`src/rtl/move_repeater_pkg.sv`:
```
// ---------------------------------------------------------------------------
// move_repeater_pkg
//  Shared definitions for the move repeater and its consumers.
//  - OP_* : 2-bit move request codes carried on req_op.
//  - h_state_t : horizontal auto-shift FSM states.
//  - select_op : maps the pending store to the request presented to control.
// ---------------------------------------------------------------------------
package move_repeater_pkg;

   localparam logic [1:0] OP_NONE   = 2'b00;
   localparam logic [1:0] OP_LEFT   = 2'b01;
   localparam logic [1:0] OP_RIGHT  = 2'b10;
   localparam logic [1:0] OP_ROTATE = 2'b11;

   typedef enum logic [1:0] {
      H_IDLE   = 2'd0,
      H_DELAY  = 2'd1,
      H_REPEAT = 2'd2
   } h_state_t;

   // Rotate outranks a pending horizontal request. A horizontal request
   // encodes its direction as {dir, ~dir}, so dir=0 is LEFT and dir=1 is RIGHT.
   function automatic logic [1:0] select_op(input logic pend_r,
                                            input logic pend_h,
                                            input logic h_dir);
      if (pend_r) begin
         return OP_ROTATE;
      end else if (pend_h) begin
         return {h_dir, ~h_dir};
      end else begin
         return OP_NONE;
      end
   endfunction

endpackage

```
`src/rtl/move_repeater_timer.sv`:
```
// ---------------------------------------------------------------------------
// move_repeater_timer
//  Down-counter that paces the delayed auto-shift and auto-repeat intervals.
//  Ports:
//   clk      in   system clock
//   reset_n  in   synchronous active-low reset, clears the count
//   load     in   load 'value' this cycle (has priority over dec)
//   value    in   CNT_W reload value
//   dec      in   decrement this cycle; holds at zero
//   done     out  count is zero
// ---------------------------------------------------------------------------
module move_repeater_timer #(
   parameter int CNT_W = 23
) (
   input  logic             clk,
   input  logic             reset_n,
   input  logic             load,
   input  logic [CNT_W-1:0] value,
   input  logic             dec,
   output logic             done
);

   logic [CNT_W-1:0] count;

   // A load restarts an interval; decrementing stops at zero so a stray dec
   // after expiry cannot wrap the counter around to its maximum.
   always_ff @(posedge clk) begin
      if (!reset_n) begin
         count <= '0;
      end else if (load) begin
         count <= value;
      end else if (dec && (count != '0)) begin
         count <= count - 1'b1;
      end
   end

   assign done = (count == '0);

endmodule

```
`src/rtl/move_repeater.sv`:
```
// ---------------------------------------------------------------------------
// move_repeater
//  Input conditioner between keyboard_tracker and control. Turns held key
//  levels into discrete move requests: left/right shift once on press, then
//  auto-shift after DAS_CYCLES and repeat every ARR_CYCLES; rotate fires once
//  per press. Requests wait in a two-slot pending store (one rotate slot, one
//  horizontal slot) that control drains with a valid/ready handshake.
//  Ports:
//   clk        in   system clock
//   reset_n    in   synchronous active-low reset
//   enable     in   game active; low flushes pending requests and idles
//   left       in   held level
//   right      in   held level
//   rotate     in   held level
//   req_valid  out  a move request is pending
//   req_op     out  OP_LEFT/OP_RIGHT/OP_ROTATE, OP_NONE when not valid
//   req_ready  in   control accepts the presented request this cycle
// ---------------------------------------------------------------------------
module move_repeater
   import move_repeater_pkg::*;
#(
   parameter int DAS_CYCLES = 8_000_000,
   parameter int ARR_CYCLES = 2_500_000,
   parameter int CNT_W      = 23
) (
   input  logic       clk,
   input  logic       reset_n,
   input  logic       enable,
   input  logic       left,
   input  logic       right,
   input  logic       rotate,
   output logic       req_valid,
   output logic [1:0] req_op,
   input  logic       req_ready
);

   localparam logic [CNT_W-1:0] DAS_LOAD = CNT_W'(DAS_CYCLES - 1);
   localparam logic [CNT_W-1:0] ARR_LOAD = CNT_W'(ARR_CYCLES - 1);

   logic             left_q;
   logic             right_q;
   logic             rotate_q;
   logic             hold;
   logic             press;

   h_state_t         state;
   h_state_t         state_nx;
   logic             h_event;
   logic             r_event;

   logic             t_load;
   logic             t_dec;
   logic [CNT_W-1:0] t_value;
   logic             t_done;

   logic             pend_r;
   logic             pend_h;
   logic             h_dir;
   logic             pend_r_nx;
   logic             pend_h_nx;
   logic             h_dir_nx;

   // Exactly one horizontal key must be held. Because hold already excludes
   // both keys being down, a press is either the held key rising or the
   // opposite key having just been released (a one-cycle direction swap
   // satisfies both and also counts as a fresh press).
   assign hold  = left ^ right;
   assign press = hold & ((left  & (~left_q  | right_q)) |
                          (right & (~right_q | left_q)));

   assign r_event = enable & rotate & ~rotate_q;

   move_repeater_timer #(
      .CNT_W (CNT_W)
   ) u_timer (
      .clk     (clk),
      .reset_n (reset_n),
      .load    (t_load),
      .value   (t_value),
      .dec     (t_dec),
      .done    (t_done)
   );

   // Horizontal next-state decode. A press always restarts the DAS interval
   // regardless of the current state; losing the single-key hold drops back
   // to idle without an event. Otherwise the timer paces DELAY then REPEAT.
   always_comb begin
      state_nx = state;
      h_event  = 1'b0;
      h_dir_nx = h_dir;
      t_load   = 1'b0;
      t_dec    = 1'b0;
      t_value  = DAS_LOAD;
      if (!enable) begin
         state_nx = H_IDLE;
      end else if (press) begin
         state_nx = H_DELAY;
         h_event  = 1'b1;
         h_dir_nx = right;
         t_load   = 1'b1;
         t_value  = DAS_LOAD;
      end else if (!hold) begin
         state_nx = H_IDLE;
      end else begin
         case (state)
            H_DELAY: begin
               if (t_done) begin
                  h_event  = 1'b1;
                  t_load   = 1'b1;
                  t_value  = ARR_LOAD;
                  state_nx = H_REPEAT;
               end else begin
                  t_dec = 1'b1;
               end
            end
            H_REPEAT: begin
               if (t_done) begin
                  h_event = 1'b1;
                  t_load  = 1'b1;
                  t_value = ARR_LOAD;
               end else begin
                  t_dec = 1'b1;
               end
            end
            default: begin
               state_nx = H_IDLE;
            end
         endcase
      end
   end

   // Pending store update. A handshake only clears the slot being presented
   // (rotate first). New events are applied after the clear so that a slot
   // set and accepted in the same cycle stays pending. A second horizontal
   // event while pending simply refreshes h_dir, and a second rotate is
   // absorbed by the already-set flag.
   always_comb begin
      pend_r_nx = pend_r;
      pend_h_nx = pend_h;
      if (!enable) begin
         pend_r_nx = 1'b0;
         pend_h_nx = 1'b0;
      end else begin
         if (req_ready && pend_r) begin
            pend_r_nx = 1'b0;
         end
         if (req_ready && !pend_r && pend_h) begin
            pend_h_nx = 1'b0;
         end
         if (r_event) begin
            pend_r_nx = 1'b1;
         end
         if (h_event) begin
            pend_h_nx = 1'b1;
         end
      end
   end

   // State, key history, pending store and the registered request outputs.
   // Key history tracks the keys even while disabled, so keys held across
   // an enable rise need a release and re-press before they fire. History
   // clears in reset, so a key held through reset presses once released.
   always_ff @(posedge clk) begin
      if (!reset_n) begin
         left_q    <= 1'b0;
         right_q   <= 1'b0;
         rotate_q  <= 1'b0;
         state     <= H_IDLE;
         pend_r    <= 1'b0;
         pend_h    <= 1'b0;
         h_dir     <= 1'b0;
         req_valid <= 1'b0;
         req_op    <= OP_NONE;
      end else begin
         left_q    <= left;
         right_q   <= right;
         rotate_q  <= rotate;
         state     <= state_nx;
         pend_r    <= pend_r_nx;
         pend_h    <= pend_h_nx;
         h_dir     <= h_dir_nx;
         req_valid <= pend_r_nx | pend_h_nx;
         req_op    <= select_op(pend_r_nx, pend_h_nx, h_dir_nx);
      end
   end

endmodule

```
`config.mk`:
```
export PLATFORM = sky130hd
export DESIGN_NAME = move_repeater
export DESIGN_NICKNAME = d
export VERILOG_FILES = /design/src/rtl/move_repeater_pkg.sv /design/src/rtl/move_repeater_timer.sv /design/src/rtl/move_repeater.sv
export SDC_FILE = /design/constraint.sdc
export NUM_CORES = 1
export LEC_CHECK = 0
export ABC_AREA = 1
export CAP_MARGIN = 25
export CORE_UTILIZATION = 35
export CTS_BUF_LIST = sky130_fd_sc_hd__clkbuf_16
export CTS_CLUSTER_SIZE = 16
export DETAILED_ROUTE_END_ITERATION = 10
export GPL_ROUTABILITY_DRIVEN = 0
export GPL_TIMING_DRIVEN = 0
export PLACE_DENSITY = 0.58
export SLEW_MARGIN = 20
export SYNTH_ARGS = -nofsm -noshare
export SYNTH_HDL_FRONTEND = slang
export SYNTH_HIERARCHICAL = 1
export SYNTH_SLANG_ARGS = --single-unit
```
`constraint.sdc`:
```
create_clock -name clk -period 2.35 [get_ports clk]
set_input_delay 0.5875 -clock clk [delete_from_list [all_inputs] [get_ports clk]]
set_output_delay 0.5875 -clock clk [all_outputs]
set_load 0.01 [all_outputs]
```
# Word level (Yosys, flattened, before mapping)

Cells that the tools add are included.

Output and inout port bits: 3
Input bits: 7
Bits in registers: 34

Bitwise gates (word level): 18
$add $sub $neg: 1
Reduce and logical (&&, ||, !) cells: 13
Muxes and demuxes: 31
Eq/ne operators: 5

Operators by type and width:

| kind                    | count |
|---|---|
| $mux W23                | 7 |
| $logic_not A23 Y1       | 1 |
| $reduce_bool A23 Y1     | 1 |
| $sub A23 B1 Y23 const B | 1 |
| $mux W1                 | 20 |
| $not A1 Y1              | 8 |
| $mux W2                 | 3 |
| $reduce_and A2 Y1       | 3 |
| $and A1 B1 Y1           | 5 |
| $logic_and A1 B1 Y1     | 4 |
| $ne A4 B4 Y1 const B    | 1 |
| $or A1 B1 Y1            | 4 |
| $pmux W2 S2             | 1 |
| $reduce_or A4 Y1        | 1 |
| $ne A3 B3 Y1 const B    | 1 |
| $eq A2 B1 Y1 const B    | 1 |
| $eq A2 B2 Y1 const B    | 1 |
| $ne A2 B2 Y1 const B    | 1 |
| $reduce_bool A2 Y1      | 1 |
| $reduce_or A2 Y1        | 1 |
| $logic_not A1 Y1        | 1 |
| $xor A1 B1 Y1           | 1 |

# Depth between registers and ports, before layout

Gate-level depths: netlist of run 1.

Depth after elaboration: 11
Depth in mapped cells: 18
Depth with buffers taken out: 15

# Cells and area by module

Netlist of run 1, hierarchy kept.

Modules (own cells, without submodules):

| module              | cells each | instances | area an instance (um^2) | sequential area each (um^2) |
|---|---|---|---|---|
| move_repeater_timer | 305        | 1         | 1762.9                  | 460.4 |
| move_repeater       | 69         | 1         | 519.2                   | 220.2 |

# Worst setup path after synthesis of run 1

Ideal clock, no wire load.

Kind: flip-flop to flip-flop
From: register u_timer.count[0]
To: register u_timer.count[17]
Slack: -0.162 ns
Clock period less this slack: 2.512 ns
Cell stages (with the launch flop): 19
Data arrival time: 2.384 ns
Cell sequence: dfxtp_1 -> inv_1 -> ha_1 -> nand2_2 -> nor2_4 -> nand2_1 -> nor4_1 -> inv_1 -> nor3_1 -> nand2_1 -> nand2_1 -> buf_6 -> inv_1 -> buf_2 -> clkbuf_1 -> nand3_1 -> nand2_1 -> nor2_1 -> nor2_1

Elaborated cells on any way between the ends: 17
Those cells by class: add/sub (1); mux (12); reduce/logical (4)

RTL lines:

| item                                                  | line                      | RTL |
|---|---|---|
| start, declared                                       | move_repeater_timer.sv:23 | `logic [CNT_W-1:0] count;` |
| start signal, assigned                                | move_repeater_timer.sv:31 | `count <= value;` |
| start signal, assigned                                | move_repeater_timer.sv:33 | `count <= count - 1'b1;` |
| $logic_not A23 Y1 *                                   | move_repeater_timer.sv:37 | `assign done = (count == '0);` |
| via t_done                                            | move_repeater.sv:54       | `logic t_done;` |
| $mux W1 * (5 in series)                               | --                        |  |
| via h_event                                           | move_repeater.sv:48       | `logic h_event;` |
| $mux W23 / $reduce_bool A2 Y1 (equally long branches) | --                        |  |

Mark *: on every way through the listed nets, which the timed path passes. The rest lies on a longest branch. The select of a mux whose other input is x is not followed.
A chain may end at the register's enable or synchronous reset.

# Worst setup path in the final report of run 1

From: input right
To: register u_timer.count[6]

Word-level cells in the longest chain between the ends: 7
Elaborated cells on any way between the ends: 16
Those cells by class: mux (10); bitwise (4); reduce/logical (2)

RTL lines:

| item                                  | line                      | RTL |
|---|---|---|
| start, declared                       | move_repeater.sv:30       | `input logic right,` |
| $and A1 B1 Y1                         | move_repeater.sv:69       | `(right & (~right_q \| left_q)));` |
| $or A1 B1 Y1                          | move_repeater.sv:68       | `assign press = hold & ((left & (~left_q \| right_q)) \|` |
| $and A1 B1 Y1                         | move_repeater.sv:68       |  |
| $mux W1 *                             | move_repeater.sv:96       | `end else if (press) begin` |
| $mux W1 *                             | move_repeater.sv:94       | `if (!enable) begin` |
| via t_dec                             | move_repeater.sv:52       | `logic t_dec;` |
| $logic_and A1 B1 Y1 *                 | move_repeater_timer.sv:32 | `end else if (dec && (count != '0)) begin` |
| $reduce_bool A2 Y1 (no source line) * | --                        |  |

Mark *: on every way through the listed nets, which the timed path passes. The rest lies on a longest branch.

==> impl_metrics.py, run 1 <==
metrics = {
    "outcome": {
        "status": "complete, no violations",
    },
    "timing": {
        "tightest_slew_ns": 0.552,
        "setup_tns_ns": 0,
        "finalCritPeriodShare_pct": 93.6,
        "fmax_ghz": 0.455,
        "rsz0062_at_grt": "no",
        "timing.final.crit_period_ns": 2.20,
        "hold_viol_final": 0,
        "skew_ns": 0.00467,
        "slew_viol_final": 0,
        "setup_viol": 0,
        "slew_headroom_pct": 63.1,
    },
    "synthesis": {
        "netlist.area_leader.share_pct": 29.8,
        "synth_compound_area_share_pct": 8.44,
        "synth-seq-cells": 34,
        "syn_area_um2": 2280,
        "synthAdderAreaFrac_pct": 1.64,
        "yosysSeqAreaShare_pct": 29.8,
        "synth_xor_area_share_pct": 2.63,
        "muxShareOfSynthArea_pct": 0,
        "synth_cell_type_count": 35,
        "yosys_warnings": 6,
        "synth-simple-area-share_pct": 47.7,
        "yosys-top-cells-area": "dfxtp_1, nand2_1, nor2_1, nand3_1, inv_1",
        "syn_inst": 374,
        "synth_top_area_cell": "dfxtp_1",
        "synth_top_family_by_area": "simple AND/OR/NAND/NOR gates",
        "avgSynthCellArea_um2": 6.10,
    },
    "route": {
        "viasPerCell": 4.74,
        "drt-initial-drc-count": 101,
        "wl_per_cell_um": 11.8,
        "vias": 2418,
        "final_antenna_net_count": 0,
        "dr.pass1.iters": 4,
        "drc": 0,
        "drt_wl_total_um": 6010,
    },
    "cells_and_area": {
        "final_cell_mix": "nand2_1, nor2_1, inv_1",
        "diodes": 0,
        "mostFrequentLayoutCell": "nand2_1",
        "finalCoreUtilization_pct": 49.0,
        "fin_nets": 442,
        "syn2layout_area_growth_pct": 35.6,
        "layout-drive-gt1-share_pct": 24.0,
        "fillers": 664,
    },
    "cts": {
        "clockBufferDepth": 2,
        "cts_tree": "built",
        "ctsHtreeMaxLevel": 2,
        "ctsHoldBuffers": 0,
        "clockRootBuffer": "clkbuf_16",
        "path_clk_slew_ns": 0.06,
        "cts_buffers": 5,
        "clock_latency_ns": 0.28,
        "cts.sink_count": 34,
    },
    "floorplanning": {
        "num_io_pins": 10,
        "start_util_pct": 36.1,
        "die_h_um": 82.8,
        "fp.dieW_um": 82.8,
        "rows": 29,
        "core_area_um2": 6310,
        "die_area_um2": 6850,
    },
    "setup_path": {
        "ff2ff_setup_slack_ns": 0.20,
        "cp_data_arrival_time_ns": 2.40,
        "startpoint_type": "input pin",
        "worstPathMaxFanout": 10,
        "cp_data_required_time_ns": 2.55,
        "crit_type": "input pin to flip-flop",
        "cp-end-kind": "flip-flop",
    },
    "pwr": {
        "peakVddDrop_mv": 0.360,
        "p_leak_nw": 1.53,
        "powerDensity_nw_per_um2": 721,
    },
    "place": {
        "dp_hpwl_um": 4060,
        "io_buffers": 9,
    },
    "grt": {
        "grt_pass1_vias": 2194,
        "overflow": 0,
        "antenna_found_initial": 0,
        "grt_max_degree": 13,
        "grtUsageTotal_pct": 19.7,
        "grt_pass1_wl_um": 9990,
    },
    "run": {
        "drv_cap": 0,
    },
    "hold_path": {
        "hold_class": "flip-flop to flip-flop",
    },
}
where the power goes:
part,switching (mW),total (mW),leakage [nW],internal (mW)
clock network,0.252,0.748,0.0836,0.496
registers,0.0486,0.669,0.283,0.620
logic,0.469,0.815,1.17,0.346
total,0.770,2.23,1.53,1.46
worst paths after layout:
path / start / endpoint / cells after the start
setup / recovery: right / u_timer/count[6] / 9
hold / removal: u_timer/count[0] / u_timer/count[0] / 2
setup reg to reg: u_timer/count[0] / state[1] / 17
hold reg to reg: u_timer/count[0] / u_timer/count[0] / 2
final cells by class:
| cell class | count | area (µm²) | share of cell area [%] |
|---|---|---|---|
| clock inverter | 3 | 40.0 | 1.29 |
| timing repair buffer | 39 | 327 | 10.6 |
| buffer | 9 | 96.3 | 3.11 |
| clock buffer | 5 | 125 | 4.04 |
| tap | 77 | 96.3 | 3.11 |
| sequential | 34 | 694 | 22.4 |
| multi-input combinational | 302 | 1560 | 50.4 |
| inverter | 41 | 156 | 5.05 |
cell usage after synthesis:
cell type,instances
clkbuf_1,4
ha_1,3
conb_1,2
a21boi_0,1
clkinv_1,1
buf_6,3
nand4_1,8
nor3_2,1
xnor2_1,2
inv_1,40
dfxtp_1,34
buf_2,1
nand2_2,6
o21ai_0,11
nand3_4,1
a21oi_1,13
nor2_4,2
a21oi_4,1
nand2_1,117
or2_2,1
nand2_4,1
o21bai_1,1
nand3_1,31
a21o_1,1
nor4_1,2
buf_4,1
o21ai_1,1
nor2_1,65
xor2_2,1
o21bai_2,1
nor2_2,6
xor2_1,3
o21ai_2,2
nor3_1,3
nand3_2,3
repair_timing:
item                                    CTS  global route
gates resized for setup                  31            24
hold endpoints to repair                  0             0
endpoints found under the setup margin   23            25
setup buffers                            24             6
gates cloned                              1             0
pin swaps                                18            13
critical path, stage by stage:
cell and delay, ns:
dlygate4sd2_1 0.35, xor2_4 0.17, nand3_1 0.15, nor4_4 0.42, nand2_4 0.18, nand2_2 0.16, buf_6 0.17, nand2_1 0.06
a21oi_1 0.14
stage by stage:
stage	cells	total power [mW]	worst slack (ns)	hold slack, ns	instance area [µm²]
floorplan	386	1.17	-0.0335	0.441	2340
global placement	472	1.30	-0.973	0.455	2530
detailed placement	472	1.30	-1.00	0.457	2530
CTS	505	2.20	-0.0367	0.478	3000
global route	510	2.39	0.0190	0.493	3090
finish	510	2.23	0.151	0.477	3090
layer usage:
| layer | GRT usage (%) | routed length, µm |
|---|---|---|
| met5 | 0 | 0 |
| met4 | 7.07 | 98 |
| met3 | 3.63 | 198 |
| met2 | 33.5 | 2840 |
| met1 | 24.6 | 2870 |
cell families after synthesis:
family,Yosys count
buffers and inverters,50
DFF,34
other,2
and+or+nand+nor,247
AOI/OAI and AO/OA,32
xor gates and xnor gates,6
adders and majority gates,3
registers in the layout, indices dropped and copies added (netlist names):
| signal | cells |
|---|---|
| left_q | 1 |
| u_timer/count | 23 |
| pend_h | 1 |
| req_op | 2 |
| req_valid | 1 |
| pend_r | 1 |
| rotate_q | 1 |
| state | 2 |
| h_dir | 1 |
| right_q | 1 |
(Power assumes the default switching activity.)
==> run 2: changes to the inputs <==
--- a/config.mk
+++ b/config.mk
@@ -7,15 +7,15 @@
 export LEC_CHECK = 0
 export ABC_AREA = 1
 export CAP_MARGIN = 25
-export CORE_UTILIZATION = 35
+export CORE_UTILIZATION = 30
 export CTS_BUF_LIST = sky130_fd_sc_hd__clkbuf_16
 export CTS_CLUSTER_SIZE = 16
 export DETAILED_ROUTE_END_ITERATION = 10
 export GPL_ROUTABILITY_DRIVEN = 0
 export GPL_TIMING_DRIVEN = 0
-export PLACE_DENSITY = 0.58
+export PLACE_DENSITY = 0.52
+export REMOVE_ABC_BUFFERS = 1
 export SLEW_MARGIN = 20
 export SYNTH_ARGS = -nofsm -noshare
 export SYNTH_HDL_FRONTEND = slang
-export SYNTH_HIERARCHICAL = 1
 export SYNTH_SLANG_ARGS = --single-unit
==> run 2 against run 1 <==
Die area rose by 0.35%. Global-route usage is 4.9 points lower. First-iteration DRC count is 17% higher.
==> impl_metrics.py, run 2 <==
metrics = {
    "outcome": {
        "status": "complete, no violations",
    },
    "cells_and_area": {
        "final_cell_mix": "nand2_1, nor2_1, inv_1",
        "largest_reg_flops": 23,
        "layout-drive-gt1-share_pct": 7.14,
        "finalCoreUtilization_pct": 37.1,
        "fillers": 696,
        "diodes": 0,
        "syn2layout_area_growth_pct": 19.9,
        "regArea_um2": 681,
        "reg_top3": "u_timer.count (23), req_op (2), state (2)",
        "fin_nets": 331,
        "final_area_um2": 2350,
        "regMostFlops": "u_timer.count",
        "mostFrequentLayoutCell": "nand2_1",
        "multiInputGateArea_um2": 1080,
    },
    "setup_path": {
        "crit_type": "input pin to flip-flop",
        "startpoint_type": "input pin",
        "cpMaxStageDelayCell": "clkdlybuf4s50_1",
        "max_stage_delay_ns": 0.56,
        "cp_data_arrival_time_ns": 2.34,
        "crit_path_frequent_cell": "nor2_1",
        "worstPathCellList": "clkdlybuf4s50_1 > xor2_2 > inv_1 > nor2_1 > nand4_1 > nand2_1 > nor2_1 > nor2_1 > nor2_1",
        "worstPathMaxFanout": 6,
        "cp-end-kind": "flip-flop",
        "cp_data_required_time_ns": 2.52,
    },
    "timing": {
        "rsz0062_at_grt": "no",
        "slew_viol_final": 0,
        "finalCritPeriodShare_pct": 92.3,
        "skew_ns": 0.00237,
        "slew_headroom_pct": 49.6,
        "hold_viol_final": 0,
        "timing.final.crit_period_ns": 2.17,
        "tightest_slew_ns": 0.754,
        "setup_viol": 0,
        "setup_tns_ns": 0,
        "fmax_ghz": 0.461,
    },
    "synthesis": {
        "ys.flop_type": "dfxtp_1",
        "yosys_warnings": 0,
        "syn_area_um2": 1960,
        "syn_inst": 306,
        "yosys-top-cells-count": "nand2_1, nor2_1, inv_1",
        "synth-seq-cells": 34,
        "synth_cell_type_count": 29,
        "synth_edf_count": 0,
        "yosys-top-cells-area": "dfxtp_1, nand2_1, nor2_1, inv_1, nand3_1",
        "avgSynthCellArea_um2": 6.42,
        "synth_top_area_cell": "dfxtp_1",
        "yosys.cell_count.top_type": "nand2_1",
        "yosysSeqAreaShare_pct": 34.7,
        "netlist.area_leader.share_pct": 34.7,
        "ys_async_sr_fraction_pct": 0,
    },
    "grt": {
        "grt_max_degree": 20,
        "grt_pass1_vias": 1737,
        "grt_busiest_layer": "met2",
        "met1_usage_pct": 20.1,
        "grt_util_met2_pct": 23.5,
        "grtUsageTotal_pct": 14.8,
        "overflow": 0,
        "antenna_found_initial": 0,
        "grt_util_met3_pct": 3.38,
        "grt_pass1_wl_um": 8220,
    },
    "cts": {
        "cts_tree": "built",
        "ctsHoldBuffers": 0,
        "path_clk_slew_ns": 0.05,
        "clockRootBuffer": "clkbuf_16",
        "cts.sink_count": 34,
        "ctsHtreeMaxLevel": 2,
        "cts_buffers": 5,
        "clock_latency_ns": 0.28,
        "clockBufferDepth": 2,
    },
    "route": {
        "drt-initial-drc-count": 118,
        "dr.pass1.iters": 4,
        "vias": 1864,
        "drc": 0,
        "drt_wl_total_um": 4780,
        "final_antenna_net_count": 0,
        "viasPerCell": 4.67,
        "wl_per_cell_um": 12.0,
    },
    "floorplanning": {
        "core_area_um2": 6350,
        "fp.dieW_um": 82.9,
        "start_util_pct": 30.9,
        "die_h_um": 82.9,
        "num_io_pins": 10,
        "rows": 29,
        "die_area_um2": 6870,
    },
    "run": {
        "drv_cap": 0,
    },
    "hold_path": {
        "hold_class": "flip-flop to flip-flop",
    },
    "pwr": {
        "p_leak_nw": 1.21,
        "powerDensity_nw_per_um2": 796,
        "peakVddDrop_mv": 0.477,
    },
    "place": {
        "io_buffers": 9,
        "dp_hpwl_um": 3430,
        "placed_cell_area_um2": 2120,
    },
}
[run 2: stage by stage]
stage	total power, mW	std cells	setup WS, ns	hold slack, ns
after floorplan	0.929	302	0.560	0.456
after global placement	1.02	388	-0.479	0.481
after detailed placement	1.02	388	-0.471	0.485
after CTS	1.89	396	0.0845	0.494
after global routing	1.97	399	0.0477	0.521
final	1.87	399	0.180	0.489
[run 2: worst paths after layout]
| path | endpoint | start | cells past startpoint | slack, ns |
|---|---|---|---|---|
| max reg2reg | u_timer.count[13] | u_timer.count[0] | 11 | 0.30 |
| max | u_timer.count[13] | right | 9 | 0.18 |
| min | state[1] | state[1] | 2 | 0.49 |
| min reg2reg | state[1] | state[1] | 2 | 0.49 |
[run 2: per-layer routing]
| metal | wire length [µm] | part of all wire [%] |
|---|---|---|
| met1 | 2410 | 50 |
| met2 | 2150 | 45 |
| met3 | 181 | 3.8 |
| met4 | 31 | 0.65 |
| met5 | 0 | 0 |
[run 2: final cells by class]
cell class	count	area share (%)
Multi-Input combinational cell	219	45.7
Sequential cell	34	28.9
Inverter	49	7.92
Clock buffer	5	5.32
Timing Repair Buffer	12	5.32
Tap cell	77	4.09
Clock inverter	3	2.71
[run 2: cells by family (layout without fill, tap and decap cells)]
group	after synthesis	count (layout)	share of synthesized area [%]
DFF	34	34	34.7
buffers and inverters	53	69	10.9
and+or+nand+nor	173	173	38.5
AOI/OAI and AO/OA	32	32	8.73
adders and majority gates	3	3	1.91
xor gates and xnor gates	11	11	5.29
[run 2: timing repair]
| action | CTS | global route |
|---|---|---|
| buffers inserted | 0 | 3 |
| setup endpoints to repair | 12 | 12 |
| gates resized for setup | 1 | 1 |
| pin swaps | 0 | 1 |
[run 2: report_power, final]
group          switching, mW  internal (mW)  total, mW
Sequential            0.0307          0.613      0.643
Combinational          0.244          0.133      0.377
Clock                  0.249          0.604      0.853
[run 2: worst max-delay path, delay by kind of cell]
kind / cells / cell delay, ns
xor gates and xnor gates: 1 / 0.27
and+or+nand+nor: 6 / 0.82
buffers and inverters: 2 / 0.65
